[config.mk]
export PLATFORM = sky130hd
export DESIGN_NAME = zynq_seu_heal_sched_flat
export DESIGN_NICKNAME = d
export VERILOG_FILES = /design/src/rtl/zynq_seu_heal_sched_if.sv /design/src/rtl/zynq_seu_heal_sched.sv /design/src/flat_wrapper.sv
export SDC_FILE = /design/constraint.sdc
export NUM_CORES = 1
export LEC_CHECK = 0
export ABC_AREA = 1
export CORE_ASPECT_RATIO = 1.5
export CORE_MARGIN = 8
export CORE_UTILIZATION = 60
export CTS_CLUSTER_DIAMETER = 200
export CTS_CLUSTER_SIZE = 30
export DETAILED_ROUTE_END_ITERATION = 6
export GPL_TIMING_DRIVEN = 0
export PLACE_DENSITY = 0.85
export SLEW_MARGIN = 20
export SYNTH_ARGS = -nofsm -noshare
export SYNTH_HDL_FRONTEND = slang
export SYNTH_SLANG_ARGS = --single-unit
[constraint.sdc]
create_clock -name clk_500mhz -period 3.2 [get_ports clk_500mhz]
set_input_delay 0.64 -clock clk_500mhz [delete_from_list [all_inputs] [get_ports clk_500mhz]]
set_output_delay 0.64 -clock clk_500mhz [all_outputs]
set_load 0.01 [all_outputs]
[src/rtl/zynq_seu_heal_sched_if.sv]
// Handshake bundle between the SEU heal scheduler and the shared DPR engine.
// The scheduler drives the request and region select; the engine answers ack/done/err.
`timescale 1ns/1ps
interface zynq_seu_heal_sched_if #(
  parameter int CH_W = 2
);
  logic            dpr_req;
  logic [CH_W-1:0] dpr_ch;
  logic            dpr_ack;
  logic            dpr_done;
  logic            dpr_err;

  modport master (
    output dpr_req,
    output dpr_ch,
    input  dpr_ack,
    input  dpr_done,
    input  dpr_err
  );

  modport slave (
    input  dpr_req,
    input  dpr_ch,
    output dpr_ack,
    output dpr_done,
    output dpr_err
  );
endinterface

[src/rtl/zynq_seu_heal_sched.sv]
// Latches SEFI edges from N_CH regions and heals them one at a time, round-robin,
// through a shared DPR engine with bounded retry, timeout and per-region quarantine.
`timescale 1ns/1ps
module zynq_seu_heal_sched #(
  parameter int N_CH        = 4,
  parameter int VETO_CYC    = 8,
  parameter int TIMEOUT_CYC = 4096,
  parameter int MAX_RETRY   = 2,
  parameter int COOL_CYC    = 16,
  parameter int CNT_W       = 16
) (
  input  logic                    clk_500mhz,
  input  logic                    rst,
  input  logic [N_CH-1:0]         sefi_flag,
  input  logic [N_CH-1:0]         fail_clr,
  zynq_seu_heal_sched_if.master   dpr,
  output logic [N_CH-1:0]         veto_pulse,
  output logic [N_CH-1:0]         ch_failed,
  output logic                    busy,
  output logic [CNT_W-1:0]        heal_count
);

  localparam int CH_W   = $clog2(N_CH);
  localparam int T_MAX0 = (VETO_CYC > COOL_CYC) ? VETO_CYC : COOL_CYC;
  localparam int T_MAX  = (TIMEOUT_CYC > T_MAX0) ? TIMEOUT_CYC : T_MAX0;
  localparam int T_W    = $clog2(T_MAX + 1);

  localparam logic [T_W-1:0]  VETO_LAST = T_W'(VETO_CYC - 1);
  localparam logic [T_W-1:0]  TMO_LAST  = T_W'(TIMEOUT_CYC - 1);
  localparam logic [T_W-1:0]  COOL_LAST = T_W'(COOL_CYC - 1);
  localparam logic [2:0]      MAX_R     = 3'(MAX_RETRY);
  localparam logic [CH_W-1:0] LAST_CH   = CH_W'(N_CH - 1);
  localparam logic [N_CH-1:0] ONE_HOT0  = {{(N_CH-1){1'b0}}, 1'b1};

  typedef enum logic [2:0] {
    IDLE = 3'd0,
    VETO = 3'd1,
    REQ  = 3'd2,
    WAIT = 3'd3,
    COOL = 3'd4
  } state_t;

  state_t           state_reg;
  logic [CH_W-1:0]  sel_reg;
  logic [CH_W-1:0]  rr_reg;
  logic [2:0]       retry_reg;
  logic [T_W-1:0]   timer_reg;
  logic             dpr_req_reg;
  logic [CH_W-1:0]  dpr_ch_reg;
  logic [N_CH-1:0]  veto_reg;
  logic             busy_reg;

  logic [N_CH-1:0]  sefi_s_reg;
  logic [N_CH-1:0]  sefi_q_reg;
  logic [N_CH-1:0]  pending_reg;
  logic [N_CH-1:0]  pending_next;
  logic [N_CH-1:0]  failed_reg;
  logic [N_CH-1:0]  failed_next;
  logic [N_CH-1:0]  rise;
  logic [CNT_W-1:0] count_reg;

  logic             done_seen;
  logic             heal_ok;
  logic             tmo_hit;
  logic             heal_fail;
  logic             quarantine;
  logic [N_CH-1:0]  sel_oh;
  logic [CH_W-1:0]  rr_after_sel;

  logic             arb_found;
  logic [CH_W-1:0]  arb_idx;
  logic [N_CH-1:0]  arb_oh;

  // Heal outcome decode; a done in the same cycle as the timeout beats the timeout.
  assign done_seen    = (state_reg == WAIT) && dpr.dpr_done;
  assign heal_ok      = done_seen && !dpr.dpr_err;
  assign tmo_hit      = ((state_reg == REQ) || (state_reg == WAIT)) && (timer_reg == TMO_LAST);
  assign heal_fail    = (done_seen && dpr.dpr_err) || (tmo_hit && !done_seen);
  assign quarantine   = heal_fail && (retry_reg >= MAX_R);
  assign sel_oh       = ONE_HOT0 << sel_reg;
  assign rr_after_sel = (sel_reg == LAST_CH) ? '0 : sel_reg + 1'b1;

  // Scan downward so the pending channel closest to rr is the one left selected.
  always_comb begin
    logic [CH_W-1:0] cand;
    arb_found = 1'b0;
    arb_idx   = '0;
    cand      = '0;
    for (int k = N_CH - 1; k >= 0; k--) begin
      cand = CH_W'((int'(rr_reg) + k) % N_CH);
      if (pending_reg[cand]) begin
        arb_found = 1'b1;
        arb_idx   = cand;
      end
    end
  end
  assign arb_oh = ONE_HOT0 << arb_idx;

  genvar gi;
  generate
    for (gi = 0; gi < N_CH; gi++) begin : g_ch
      assign rise[gi]         = sefi_s_reg[gi] & ~sefi_q_reg[gi] & ~failed_reg[gi];
      assign pending_next[gi] = (rise[gi] | (pending_reg[gi] & ~(heal_ok & sel_oh[gi])))
                                & ~(quarantine & sel_oh[gi]);
      assign failed_next[gi]  = (failed_reg[gi] | (quarantine & sel_oh[gi])) & ~fail_clr[gi];
    end
  endgenerate

  always_ff @(posedge clk_500mhz) begin
    if (rst) begin
      sefi_s_reg  <= '0;
      sefi_q_reg  <= '0;
      pending_reg <= '0;
      failed_reg  <= '0;
      count_reg   <= '0;
    end else begin
      sefi_s_reg  <= sefi_flag;
      sefi_q_reg  <= sefi_s_reg;
      pending_reg <= pending_next;
      failed_reg  <= failed_next;
      if (heal_ok && (count_reg != {CNT_W{1'b1}})) begin
        count_reg <= count_reg + 1'b1;
      end
    end
  end

  always_ff @(posedge clk_500mhz) begin
    if (rst) begin
      state_reg   <= IDLE;
      sel_reg     <= '0;
      rr_reg      <= '0;
      retry_reg   <= '0;
      timer_reg   <= '0;
      dpr_req_reg <= 1'b0;
      dpr_ch_reg  <= '0;
      veto_reg    <= '0;
      busy_reg    <= 1'b0;
    end else begin
      case (state_reg)
        IDLE: begin
          if (arb_found) begin
            sel_reg    <= arb_idx;
            dpr_ch_reg <= arb_idx;
            veto_reg   <= arb_oh;
            timer_reg  <= '0;
            busy_reg   <= 1'b1;
            state_reg  <= VETO;
          end
        end
        VETO: begin
          if (timer_reg == VETO_LAST) begin
            veto_reg    <= '0;
            dpr_req_reg <= 1'b1;
            timer_reg   <= '0;
            state_reg   <= REQ;
          end else begin
            timer_reg <= timer_reg + 1'b1;
          end
        end
        REQ, WAIT: begin
          if (heal_ok) begin
            retry_reg  <= '0;
            rr_reg     <= rr_after_sel;
            dpr_ch_reg <= '0;
            timer_reg  <= '0;
            state_reg  <= COOL;
          end else if (heal_fail) begin
            dpr_req_reg <= 1'b0;
            timer_reg   <= '0;
            if (!quarantine) begin
              retry_reg <= retry_reg + 3'd1;
              veto_reg  <= sel_oh;
              state_reg <= VETO;
            end else begin
              retry_reg  <= '0;
              rr_reg     <= rr_after_sel;
              dpr_ch_reg <= '0;
              state_reg  <= COOL;
            end
          end else begin
            // Timer spans REQ and WAIT together, so it keeps counting across the ack.
            timer_reg <= timer_reg + 1'b1;
            if ((state_reg == REQ) && dpr.dpr_ack) begin
              dpr_req_reg <= 1'b0;
              state_reg   <= WAIT;
            end
          end
        end
        COOL: begin
          if (timer_reg == COOL_LAST) begin
            timer_reg <= '0;
            busy_reg  <= 1'b0;
            state_reg <= IDLE;
          end else begin
            timer_reg <= timer_reg + 1'b1;
          end
        end
        default: begin
          state_reg <= IDLE;
        end
      endcase
    end
  end

  assign dpr.dpr_req = dpr_req_reg;
  assign dpr.dpr_ch  = dpr_ch_reg;
  assign veto_pulse  = veto_reg;
  assign ch_failed   = failed_reg;
  assign busy        = busy_reg;
  assign heal_count  = count_reg;

endmodule

[src/flat_wrapper.sv]
// flat-port wrapper written by rule: the top's interface ports become plain ports
module zynq_seu_heal_sched_flat 
#(
  parameter int N_CH        = 4,
  parameter int VETO_CYC    = 8,
  parameter int TIMEOUT_CYC = 4096,
  parameter int MAX_RETRY   = 2,
  parameter int COOL_CYC    = 16,
  parameter int CNT_W       = 16
)
  (clk_500mhz, rst, sefi_flag, fail_clr, veto_pulse, ch_failed, busy, heal_count, dpr_dpr_req, dpr_dpr_ch, dpr_dpr_ack, dpr_dpr_done, dpr_dpr_err);
  zynq_seu_heal_sched_if #(.CH_W(2)) dpr_i ();
  input  logic clk_500mhz;
  input  logic rst;
  input  logic [N_CH-1:0] sefi_flag;
  input  logic [N_CH-1:0] fail_clr;
  output logic [N_CH-1:0] veto_pulse;
  output logic [N_CH-1:0] ch_failed;
  output logic busy;
  output logic [CNT_W-1:0] heal_count;
  output wire logic [$bits(dpr_i.dpr_req)-1:0] dpr_dpr_req;
  output wire logic [$bits(dpr_i.dpr_ch)-1:0] dpr_dpr_ch;
  input wire logic [$bits(dpr_i.dpr_ack)-1:0] dpr_dpr_ack;
  input wire logic [$bits(dpr_i.dpr_done)-1:0] dpr_dpr_done;
  input wire logic [$bits(dpr_i.dpr_err)-1:0] dpr_dpr_err;
  assign dpr_dpr_req = dpr_i.dpr_req;
  assign dpr_dpr_ch = dpr_i.dpr_ch;
  assign dpr_i.dpr_ack = dpr_dpr_ack;
  assign dpr_i.dpr_done = dpr_dpr_done;
  assign dpr_i.dpr_err = dpr_dpr_err;
  zynq_seu_heal_sched #(.N_CH(N_CH), .VETO_CYC(VETO_CYC), .TIMEOUT_CYC(TIMEOUT_CYC), .MAX_RETRY(MAX_RETRY), .COOL_CYC(COOL_CYC), .CNT_W(CNT_W)) u_core (.clk_500mhz(clk_500mhz), .rst(rst), .sefi_flag(sefi_flag), .fail_clr(fail_clr), .dpr(dpr_i), .veto_pulse(veto_pulse), .ch_failed(ch_failed), .busy(busy), .heal_count(heal_count));
endmodule
# Word level (Yosys, flattened, before mapping)
# Index checks and enable logic that the tools add are counted.
# W data, S select, Z words.
# classes
n_reduce_logical,30
n_mux,56
n_bitwise,56
order_cmp,5
n_addsub,7
eq_ne,19
n_shift,2
# ops
cell,count
$mux W13,5
$pmux W13 S4,1
$mux W3,10
$and A1 B1 Y1,28
$mux W2,12
$mux W4,5
$not A1 Y1,20
$add A16 B1 Y16 const B,1
$ne A16 B16 Y1 const B,1
$mux W1,14
$add A13 B1 Y13 const B,1
$eq A13 B12 Y1 const B,1
$eq A13 B3 Y1 const B,1
$eq A13 B4 Y1 const B,1
$lt A2 B3 Y1 const B,4
$pmux W3 S4,1
$pmux W4 S3,1
$reduce_and A4 Y1,3
$reduce_bool A2 Y1,5
$ne A3 B1 Y1 const B,3
$bmux W1 S2,4
$logic_and A1 B1 Y1,8
$ne A2 B1 Y1 const B,4
$or A1 B1 Y1,8
22 further kinds,33
# word_totals
output_inout_bits,28
inputBits,13
ff_bits,63

# Longest topological paths before layout
# logic_depth
word_depth,10
mapped_depth,14
mapped_depth_nobuf,14

# Worst setup path after synthesis
# Ideal clock, no wire load.
# synth_path
path_type,register to register
startpoint,register u_core.timer_reg[0]
endpoint,"register u_core.veto_reg[0], in the netlist u_core.veto_pulse[0]"
path_buffers,0
path_slack_ns,1.509
arrival_ns,1.579
setup_ns,0.111
stages_incl_launch_ff,12
path_cell_list,dfxtp_1 > ha_1 > nand2_1 > nor2_2 > nand2_1 > nor2_2 > nand2_1 > nand3_2 > nand3_2 > or2_4 > nor2_1 > nor2_1
# synth_via
elab_chain_cells,7
word_cells_on_any_way,10
cone_classes,eq/ne: 5; reduce/logical: 5
# synth_lines
element,line,rtl
"start, declared",zynq_seu_heal_sched.sv:47,logic [T_W-1:0] timer_reg;
"start signal, assigned",zynq_seu_heal_sched.sv:157,timer_reg <= timer_reg + 1'b1;
"start signal, assigned",zynq_seu_heal_sched.sv:182,timer_reg <= timer_reg + 1'b1;
"start signal, assigned",zynq_seu_heal_sched.sv:195,timer_reg <= timer_reg + 1'b1;
$eq A13 B12 Y1,zynq_seu_heal_sched.sv:77,assign tmo_hit = ((state_reg == REQ) || (state_reg == WAIT)) && (timer_reg == TMO_LAST);
$logic_and A1 B1 Y1,zynq_seu_heal_sched.sv:77,
$logic_and A1 B1 Y1,zynq_seu_heal_sched.sv:78,assign heal_fail = (done_seen && dpr.dpr_err) || (tmo_hit && !done_seen);
$logic_or A1 B1 Y1,zynq_seu_heal_sched.sv:78,
$logic_and A1 B1 Y1,zynq_seu_heal_sched.sv:79,assign quarantine = heal_fail && (retry_reg >= MAX_R);
$ne A2 B2 Y1 (no source line),-,
$reduce_and A6 Y1 (no source line) (*),-,
"end signal, assigned",zynq_seu_heal_sched.sv:144,veto_reg <= arb_oh;
"end signal, assigned",zynq_seu_heal_sched.sv:172,veto_reg <= sel_oh;
"end, declared",zynq_seu_heal_sched.sv:50,logic [N_CH-1:0] veto_reg;
# Mark *: on every way between the ends. The rest lies on a longest branch, timed or not.
# A chain may end at the register's enable or synchronous reset.

# Final worst setup path
# layout_path
startpoint,register u_core.timer_reg[0]
endpoint,register u_core.rr_reg[0]
# layout_via
elab_chain_cells,7
word_cells_on_any_way,8
cone_classes,eq/ne: 1; reduce/logical: 7
# layout_lines
element,line,rtl
$eq A13 B12 Y1 (*),zynq_seu_heal_sched.sv:77,
$logic_and A1 B1 Y1 (*),zynq_seu_heal_sched.sv:77,
$logic_and A1 B1 Y1 (*),zynq_seu_heal_sched.sv:78,
$logic_or A1 B1 Y1 (*),zynq_seu_heal_sched.sv:78,
$logic_and A1 B1 Y1,zynq_seu_heal_sched.sv:79,
$reduce_bool A2 Y1 (no source line),-,
$reduce_and A3 Y1 (no source line) (*),-,
"end signal, assigned",zynq_seu_heal_sched.sv:163,rr_reg <= rr_after_sel;
"end signal, assigned",zynq_seu_heal_sched.sv:176,rr_reg <= rr_after_sel;
"end, declared",zynq_seu_heal_sched.sv:45,logic [CH_W-1:0] rr_reg;
# Marks and branches as above.

==> impl_metrics.ini <==
[placement]
dpl_worst_slack_ns = 0.855
place_inst = 611
gp_congestion = 0.897
dp_hpwl_um = 6350
io_buffers = 40

[die]
dieHeight_um = 108
die_w_um = 77.2
boundaryPins = 41
core_area_um2 = 5450
rows = 33
start_util_pct = 61.9
die_area_um2 = 8330

[clocking]
cts_resized = 0
cts_tree = built
clk_pin_slew_worst_paths_ns = 0.07
insertion_delay_ns = 0.34
post_cts_buffers = 0
cts-buffers-inserted = 9
holdBufCountCts = 0
cts_sinks = 63
htree_levels = 3
clockBufferDepth = 2
clockRootBuffer = clkbuf_8

[worst_setup_path]
critPathMostFrequentCell = nand2_1
critical_path.max_fanout = 9
cp.required_ns = 3.43
crit_path_end_kind = register
cp.arrival_ns = 2.28
crit_slowest_cell = dfxtp_1
path_delay_family = simple AND/OR/NAND/NOR gates
critPathBufInv = 1
crit_path_max_incr_delay_ns = 0.39
crit_chain = ha_1 > nand2_1 > nor2_2 > nand2_1 > nor2_2 > nand3_1 > nand2_2 > nand2_2 > nand2_4 > inv_1 > nand2_1 > o21ai_1
start_kind = register
critical_path_class = reg2reg

[route]
drt_drc_violations_left = 0
routedWlPerCell_um = 13.2
dr_total_vias = 3314
drtIter0Drc = 186
vias_per_cell = 5.29
wirelength_um = 8290
ant_nets = 0
drt-pass1-iter-count = 4

[synthesis]
synth_ff_type = dfxtp_1
ys_seq_area_share_pct = 37.4
synth_most_common_cell = nand2_1
async_reset_ff_share_pct = 0
syn_inst = 501
synth_edf_count = 0
netlist.area_leader.share_pct = 37.4
yosys-top-cells-area = dfxtp_1 37%, nand2_1 13%, inv_1 8.6%
avgSynthCellArea_um2 = 6.74
ys_types = 41
ys_warn_count = 0
synthesis.nets = 522
yosysTopAreaCell = dfxtp_1
yosys-top-cells-count = 121 x nand2_1, 77 x inv_1, 63 x dfxtp_1, 58 x nor2_1, 34 x nand3_1
synth_area_um2 = 3370
ys_ff_latch = 63

[timing]
clock_skew_ns = 0.00875
setup_viol = 0
fin_ws_ns = 1.15
rsz0062_at_grt = no
whs_ns = 0.428
hold_viol_final = 0
finalMaxSlewViolations = 0
tightest_slew_ns = 0.581
fmax_mhz = 488
tns_ns = 0
post-route-period-util_pct = 64.0
slew_headroom_pct = 61.2
fin_crit_ns = 2.05

[finish]
antenna_cells = 0
drive_above_1_share_pct = 9.69
largest_register_ff_count = 16
post-route-util_pct = 74.1
fillers = 462
layoutNonFillerInstCount = 627
nets = 573
syn_to_final_growth_pct = 19.7
regArea_um2 = 1260
multi_input_area_um2 = 1760

[grt]
grt_pass1_vias = 3280
grt_use_total_pct = 20.4
antenna_found_initial = 0
grt_pass1_wl_um = 14000
grt_overflow = 0
grt_max_degree = 11

[power_and_ir_drop]
peakVddDrop_mv = 0.312
p_leak_nw = 1.70
cellPowerDensity_nw_per_um2 = 562

[min_path]
hold_path.class = reg2reg

[outcome]
outcome = finished clean

[job]
cap_violations = 0
tightest hold or removal path, stage by stage (launching register included):
cell	delay [ns]
dfxtp_1	0.30
inv_1	0.06
nor2_1	0.04
layout by cell type (no fill, tap or decap), types with 2 or more instances in the layout:
| cell type | netlist | layout |
|---|---|---|
| a21oi_1 | 32 | 32 |
| clkbuf_1 | 5 | 7 |
| clkbuf_8 | 0 | 11 |
| clkdlybuf4s50_1 | 0 | 40 |
| clkinv_2 | 0 | 2 |
| dfxtp_1 | 63 | 63 |
| ha_1 | 8 | 8 |
| inv_1 | 77 | 77 |
| inv_2 | 2 | 2 |
| nand2_1 | 121 | 121 |
| nand2_2 | 5 | 5 |
| nand2_4 | 2 | 2 |
| nand3_1 | 34 | 34 |
| nand3_2 | 4 | 4 |
| nand4_1 | 5 | 5 |
| nor2_1 | 58 | 58 |
| nor2_2 | 10 | 10 |
| nor2_4 | 3 | 3 |
| nor3_1 | 6 | 6 |
| nor4_1 | 2 | 2 |
| o21ai_0 | 20 | 20 |
| o21ai_1 | 6 | 6 |
| o21bai_1 | 7 | 7 |
| o22ai_1 | 2 | 2 |
| o31ai_1 | 4 | 4 |
| or2_2 | 4 | 4 |
| xor2_1 | 4 | 4 |
layout make-up:
cell class              instances  area share, %
plain buffers                   8           1.05
clock buffers                  13           3.93
clock inverters                 3          0.434
inverters                      82           7.81
multi-input cells             348           43.5
flip-flops and latches         63           31.2
well taps                      70           2.17
repair buffers                 40           9.91
path summary, 6_finish.rpt:
| check | cells past startpoint | slack, ns | to | from |
|---|---|---|---|---|
| hold / removal | 2 | 0.43 | u_core.sefi_q_reg[2]$_SDFF_PP0_ | u_core.sefi_s_reg[2]$_SDFF_PP0_ |
| setup / recovery | 12 | 1.15 | u_core.rr_reg[0]$_SDFFE_PP0P_ | u_core.timer_reg[0]$_SDFFE_PP0P_ |
| setup reg to reg | 12 | 1.15 | u_core.rr_reg[0]$_SDFFE_PP0P_ | u_core.timer_reg[0]$_SDFFE_PP0P_ |
| hold reg to reg | 2 | 0.43 | u_core.sefi_q_reg[2]$_SDFF_PP0_ | u_core.sefi_s_reg[2]$_SDFF_PP0_ |
power by group:
group / switching (W) / internal, W
clock: 0.000297 / 0.000321
sequential: 0.0000566 / 0.000854
combinational: 0.000455 / 0.000288
routing by layer:
metal / track usage (%) / vias to the layer above / share of wire [%]
li1: - / 1692 / -
met4: 9.21 / 0 / 2.3
met2: 38.8 / 84 / 53
met3: 5.35 / 19 / 3.8
met5: 0 / - / 0
met1: 19.9 / 1519 / 41
metrics by stage:
step,power [W],cell area [um^2]
after global routing,0.00240,4040
after CTS,0.00227,4040
final,0.00227,4040
after detailed placement,0.00166,3860
after global placement,0.00164,3860
after floorplan,0.00144,3370
logic make-up after synthesis:
kind of cell / synth area share, %
simple gates: 35.3
buf+inv: 10.6
flops: 37.4
xor+xnor: 1.30
compound gates: 12.5
fa+ha+maj: 2.97
Power figures use the tool's default switching activity.
